<file path="src/rtl/fuzz_round_ctrl.sv">
// rtl/fuzz_round_ctrl.sv - fuzzing round sequencer: core reset, stall/watchdog irq, round report
module fuzz_round_ctrl #(
    parameter int COV_W       = 30,
    parameter int CNT_W       = 32,
    parameter int STALL_BASE  = 1000,
    parameter int STALL_SHIFT = 19,
    parameter int WDOG_LIMIT  = 50000,
    parameter int DRAIN_LIMIT = 4096,
    parameter int RST_HOLD    = 8
) (
    input  logic             clock,
    input  logic             reset,
    input  logic             start,
    input  logic [COV_W-1:0] cov,
    input  logic [63:0]      tohost,
    output logic             core_reset,
    output logic             soft_irq,
    output logic             rsp_valid,
    input  logic             rsp_ready,
    output logic [2:0]       rsp_status,
    output logic [COV_W-1:0] rsp_cov,
    output logic [CNT_W-1:0] rsp_cycles
);

    typedef enum logic [2:0] {
        S_IDLE   = 3'd0,
        S_RUN    = 3'd1,
        S_DRAIN  = 3'd2,
        S_REPORT = 3'd3,
        S_HOLD   = 3'd4
    } state_t;

    localparam int              PROD_W        = CNT_W + COV_W;
    localparam int              HOLD_W        = $clog2(RST_HOLD + 1);
    localparam logic [CNT_W-1:0] CNT_MAX      = '1;
    localparam logic [CNT_W-1:0] WDOG_LIM     = CNT_W'(WDOG_LIMIT);
    localparam logic [CNT_W-1:0] DRAIN_LIM    = CNT_W'(DRAIN_LIMIT);
    localparam logic [HOLD_W-1:0] HOLD_LAST   = HOLD_W'(RST_HOLD - 1);
    localparam logic [2:0]      ST_PASS       = 3'd1;
    localparam logic [2:0]      ST_STALL_PASS = 3'd2;
    localparam logic [2:0]      ST_TIMEOUT    = 3'd5;

    state_t state, state_n;

    logic [CNT_W-1:0]  cycles, wdog, stall, drain;
    logic [COV_W-1:0]  pre_cov;
    logic [HOLD_W-1:0] hold_cnt;

    logic [PROD_W-1:0] thresh_wide;
    logic [CNT_W-1:0]  thresh;
    logic              finished, stall_hit, wdog_hit, drain_hit, hold_done;
    logic [2:0]        status_n;
    logic              report_load;
    logic              core_reset_d, soft_irq_d, rsp_valid_d;
    logic              unused_tohost_hi;

    function automatic logic [CNT_W-1:0] sat_inc(input logic [CNT_W-1:0] v);
        return (v == CNT_MAX) ? v : v + CNT_W'(1);
    endfunction

    assign unused_tohost_hi = ^tohost[63:1];

    // Threshold grows with coverage; the wide product is clamped rather than wrapped.
    always_comb begin
        thresh_wide = PROD_W'(STALL_BASE) * (PROD_W'(cov >> STALL_SHIFT) + PROD_W'(1));
        thresh      = (|thresh_wide[PROD_W-1:CNT_W]) ? CNT_MAX : thresh_wide[CNT_W-1:0];
    end

    assign finished  = tohost[0];
    assign stall_hit = (stall >= thresh);
    assign wdog_hit  = (wdog >= WDOG_LIM);
    assign drain_hit = (drain >= DRAIN_LIM);
    assign hold_done = (hold_cnt == HOLD_LAST);

    always_ff @(posedge clock) begin
        if (!reset) begin
            state      <= S_IDLE;
            core_reset <= 1'b1;
            soft_irq   <= 1'b0;
            rsp_valid  <= 1'b0;
            rsp_status <= '0;
            rsp_cov    <= '0;
            rsp_cycles <= '0;
        end else begin
            state      <= state_n;
            core_reset <= core_reset_d;
            soft_irq   <= soft_irq_d;
            rsp_valid  <= rsp_valid_d;
            if (report_load) begin
                rsp_status <= status_n;
                rsp_cov    <= cov;
                rsp_cycles <= sat_inc(cycles);
            end
        end
    end

    // tohost is checked ahead of any expiry so a coincident pass is never lost.
    always_comb begin
        state_n  = state;
        status_n = '0;
        case (state)
            S_IDLE: begin
                if (start) state_n = S_RUN;
            end
            S_RUN: begin
                if (finished) begin
                    state_n  = S_REPORT;
                    status_n = ST_PASS;
                end else if (stall_hit || wdog_hit) begin
                    state_n = S_DRAIN;
                end
            end
            S_DRAIN: begin
                if (finished) begin
                    state_n  = S_REPORT;
                    status_n = ST_STALL_PASS;
                end else if (drain_hit) begin
                    state_n  = S_REPORT;
                    status_n = ST_TIMEOUT;
                end
            end
            S_REPORT: begin
                if (rsp_ready) state_n = S_HOLD;
            end
            S_HOLD: begin
                if (hold_done) state_n = S_IDLE;
            end
            default: state_n = S_IDLE;
        endcase
    end

    // Outputs are decoded from the next state and registered, so they track state with no lag.
    always_comb begin
        core_reset_d = !((state_n == S_RUN) || (state_n == S_DRAIN));
        soft_irq_d   = (state_n == S_DRAIN);
        rsp_valid_d  = (state_n == S_REPORT);
        report_load  = ((state == S_RUN) || (state == S_DRAIN)) && (state_n == S_REPORT);
    end

    always_ff @(posedge clock) begin
        if (!reset) begin
            cycles   <= '0;
            wdog     <= '0;
            stall    <= '0;
            drain    <= '0;
            pre_cov  <= '0;
            hold_cnt <= '0;
        end else begin
            case (state)
                S_IDLE: begin
                    cycles   <= '0;
                    wdog     <= '0;
                    stall    <= '0;
                    drain    <= '0;
                    pre_cov  <= '0;
                    hold_cnt <= '0;
                end
                S_RUN: begin
                    cycles <= sat_inc(cycles);
                    wdog   <= sat_inc(wdog);
                    if (cov != pre_cov) begin
                        pre_cov <= cov;
                        stall   <= '0;
                    end else begin
                        stall <= sat_inc(stall);
                    end
                end
                S_DRAIN: begin
                    cycles <= sat_inc(cycles);
                    drain  <= sat_inc(drain);
                end
                S_REPORT: begin
                    hold_cnt <= '0;
                end
                S_HOLD: begin
                    hold_cnt <= hold_cnt + HOLD_W'(1);
                end
                default: begin
                    hold_cnt <= '0;
                end
            endcase
        end
    end

endmodule

</file>
<file path="config.mk">
export PLATFORM = sky130hd
export DESIGN_NAME = fuzz_round_ctrl
export DESIGN_NICKNAME = d
export VERILOG_FILES = /design/src/rtl/fuzz_round_ctrl.sv
export SDC_FILE = /design/constraint.sdc
export NUM_CORES = 1
export LEC_CHECK = 0
export CORE_MARGIN = 2
export CORE_UTILIZATION = 45
export CTS_BUF_LIST = sky130_fd_sc_hd__clkbuf_4 sky130_fd_sc_hd__clkbuf_8
export CTS_CLUSTER_SIZE = 30
export DETAILED_ROUTE_END_ITERATION = 12
export GPL_ROUTABILITY_DRIVEN = 0
export PLACE_DENSITY = 0.76
export SYNTH_ARGS = -nofsm -noshare
export SYNTH_HDL_FRONTEND = slang
export SYNTH_SLANG_ARGS = --single-unit
</file>
<file path="constraint.sdc">
create_clock -name clock -period 9.5 [get_ports clock]
set_clock_uncertainty 0.05 [all_clocks]
set_input_delay 1.9 -clock clock [delete_from_list [all_inputs] [get_ports clock]]
set_output_delay 1.9 -clock clock [all_outputs]
set_load 0.005 [all_outputs]
</file>
==> impl_metrics.tcl <==
set metrics [dict create \
    initial_utilization_pct 45.69 \
    seq_area_frac_synth_pct 34.53 \
    critPathLaunchType "input port" \
    cts-htree-levels 2 \
    rsz0062_at_grt "false" \
    drt_wl_total_um 32270 \
    maxCapViolCount 0 \
    crit_path_top_delay_cell "clkdlybuf4s50_1" \
    path_clk_slew_ns 0.06 \
    syn_inst 1635 \
    holdPathEnd "rsp_cycles[0]" \
    holdCritStartpoint "rsp_cycles[0]" \
    die_y_um 177.3 \
    worst-slew-pin-transition_ns 1.188 \
    hold_viol_final 0 \
    layout_commonest_cell "dfxtp_1" \
    clockBufferDepth 3 \
    diodes 0 \
    slew_viol_final 0 \
    drive_above_1_share_pct 6.272 \
    max_freq_mhz 114.6 \
    p_leak_uw 0.005692 \
    grt-ovfl-total 0 \
    first_iter_violations 834 \
    io_buffers 102 \
    ff2ff_path_depth 7 \
    cts_hold_buffers 0 \
    synth.distinct_cells 68 \
    cp_common_cell "fa_1" \
    drt-pass1-iter-count 7 \
    ys_async_sr_fraction_pct 0 \
    die_area_mm2 0.03142 \
    vias_per_cell 5.587 \
    r2r_slack_ns 5.85 \
    area.growth.synth_to_final_pct 15.64 \
    fin_cells 2128 \
    worstSetupPathType "input port to flip-flop" \
    hold_path.class "flip-flop to flip-flop" \
    slew_headroom_pct 20.79 \
    rows 63 \
    grt_max_degree 110 \
    antenna_found_initial 0 \
    synth_nets 1834 \
    grt_use_total_pct 20.37 \
    cp.arrival_ns 9.14 \
    cts_tree "built" \
    grt_pass1_vias 11210 \
    numCtsBuffers 39 \
    final_cell_mix "dfxtp_1 (233), nor2_1 (165), nand2_1 (154)" \
    crit_path_max_incr_delay_ns 0.67 \
    cts.sinks 233 \
    drc_errors 0 \
    min_period_ns 8.726 \
    route.detailed.wl_per_inst_um 15.16 \
    vias 11890 \
    post-route-period-util_pct 91.85 \
    synth_edf_count 0 \
    ios 166 \
    core_mm2 0.02956 \
    root_buffer "clkbuf_8" \
    synth_area_mm2 0.01351 \
    ir_worst_vdd_v 0.0001500 \
    min_path_cells 2 \
    outcome "finished clean" \
    crit_path_max_fanout 7 \
    avgSynthCellArea_um2 8.261 \
    synth_seq_cells 233 \
    rr_endpoint "stall[4]" \
    die_x_um 177.3 \
    r2r_start "pre_cov[2]" \
    grt_pass1_wl_um 53790 \
    cp-end-kind "flip-flop" \
    place_inst 2064 \
    hpwl_um 22650 \
    post_cts_buffers 0 \
    synth_warnings 0 \
    cts_resized 0 \
    required_ns 9.91 \
    layout.nets 1914 \
    tns_ns 0 \
    cellPowerDensity_mw_per_mm2 195.0 \
    clk_latency_ns 0.55 \
    ant_nets 0 \
    setup_viol 0 \
    synthFlopType "dfxtp_1" \
]
[cells by family (layout without fill, tap and decap cells)]
logic type / count (synthesis) / after routing / share of synthesized area, %
buffers and inverters: 182 / 285 / 5.215
flip-flops: 233 / 233 / 34.53
adder cells (fa/ha/maj): 103 / 103 / 11.28
AO/OA/AOI/OAI: 345 / 345 / 16.26
multiplexers: 1 / 1 / 0.07411
AND/OR/NAND/NOR: 617 / 617 / 22.65
XOR/XNOR: 154 / 154 / 9.986
[report_power, final]
| group | leakage (uW) | internal (uW) | switching [uW] |
|---|---|---|---|
| clock | 0.000405 | 489 | 397 |
| combinational | 0.00340 | 486 | 628 |
| sequential | 0.00189 | 1020 | 28.4 |
[worst max-delay path by stage]
stage / start / endpoint / slack [ns] / depth (start not counted)
3_5_place_dp: cov[22] / core_reset / 0.23 / 27
5_1_grt: cov[22] / core_reset / 0.18 / 27
2_1_floorplan: cov[22] / core_reset / 1.25 / 26
4_1_cts: cov[22] / core_reset / 0.75 / 27
3_3_place_gp: cov[22] / core_reset / 0.43 / 27
6_report: cov[22] / core_reset / 0.77 / 26
[flip-flops by register name (all words and copies together) (netlist names)]
register and count:
state 3, rsp_valid 1, rsp_status 3, hold_cnt 4
rsp_cycles 32, rsp_cov 30, stall 32, pre_cov 30
soft_irq 1, wdog 32, cycles 32, core_reset 1
drain 32
[metrics by stage]
| stage | instance area [um^2] | setup WS [ns] | power (uW) | hold WS, ns | utilization [%] |
|---|---|---|---|---|---|
| global placement | 14850 | 0.4279 | 2143 | 0.3928 | 50.24 |
| CTS | 15620 | 0.7474 | 3071 | 0.4024 | 52.84 |
| global route | 15620 | 0.1836 | 3267 | 0.4299 | 52.84 |
| finish | 15620 | 0.7745 | 3046 | 0.3994 | 52.84 |
| floorplan | 13510 | 1.245 | 1894 | 0.3982 | - |
| detailed placement | 14850 | 0.2291 | 2180 | 0.3964 | 50.24 |
[Yosys cell counts, drive strengths merged, types with 4 or more instances]
cell type	number	share of area [%]
a2111oi	4	0.41
a211o	4	0.26
a211oi	14	0.78
a21o	6	0.33
a21oi	133	5.0
a22oi	31	1.7
a311oi	7	0.45
a31oi	7	0.32
and2	14	0.65
and3	17	0.79
and4	19	1.2
buf	14	0.54
clkbuf	69	1.9
dfxtp	233	35
fa	32	4.7
ha	69	6.4
inv	99	2.8
nand2	154	4.3
nand2b	8	0.37
nand3	58	2.1
nand4	41	2.0
nor2	166	4.6
nor2b	6	0.28
nor3	42	1.6
nor3b	7	0.39
nor4	25	1.3
o2111ai	8	0.65
o211a	8	0.59
o211ai	20	1.1
o21a	5	0.28
o21ai	75	2.8
o31ai	7	0.43
or2	6	0.28
or3	30	1.4
or4	16	0.92
xnor2	89	5.8
xor2	65	4.2
[per-layer routing]
metal	GRT usage [%]	wire [um]	up-vias
met4	6.148	663	0
met1	26.69	14700	5668
li1	-	-	5910
met2	34.87	15700	255
met5	0	0	-
met3	2.706	1204	56
[final cells by class]
| class | count | area (um^2) |
|---|---|---|
| fillers | 2709 | 13940 |
| multi-input cells | 1220 | 8154 |
| flip-flops and latches | 233 | 4664 |
| repair buffers | 122 | 1171 |
| clock buffers | 58 | 729.5 |
| well taps | 390 | 488.0 |
| inverters | 99 | 372.9 |
| clock inverters | 6 | 38.79 |
[critical path: cells and delay by family]
kind	cells	cell delay, ns
AOI/OAI and AO/OA	5	1.39
xor gates and xnor gates	2	0.37
adders and majority gates	6	2.70
buffers and inverters	4	0.88
and+or+nand+nor	9	1.88
Power figures use the tool's default switching activity.
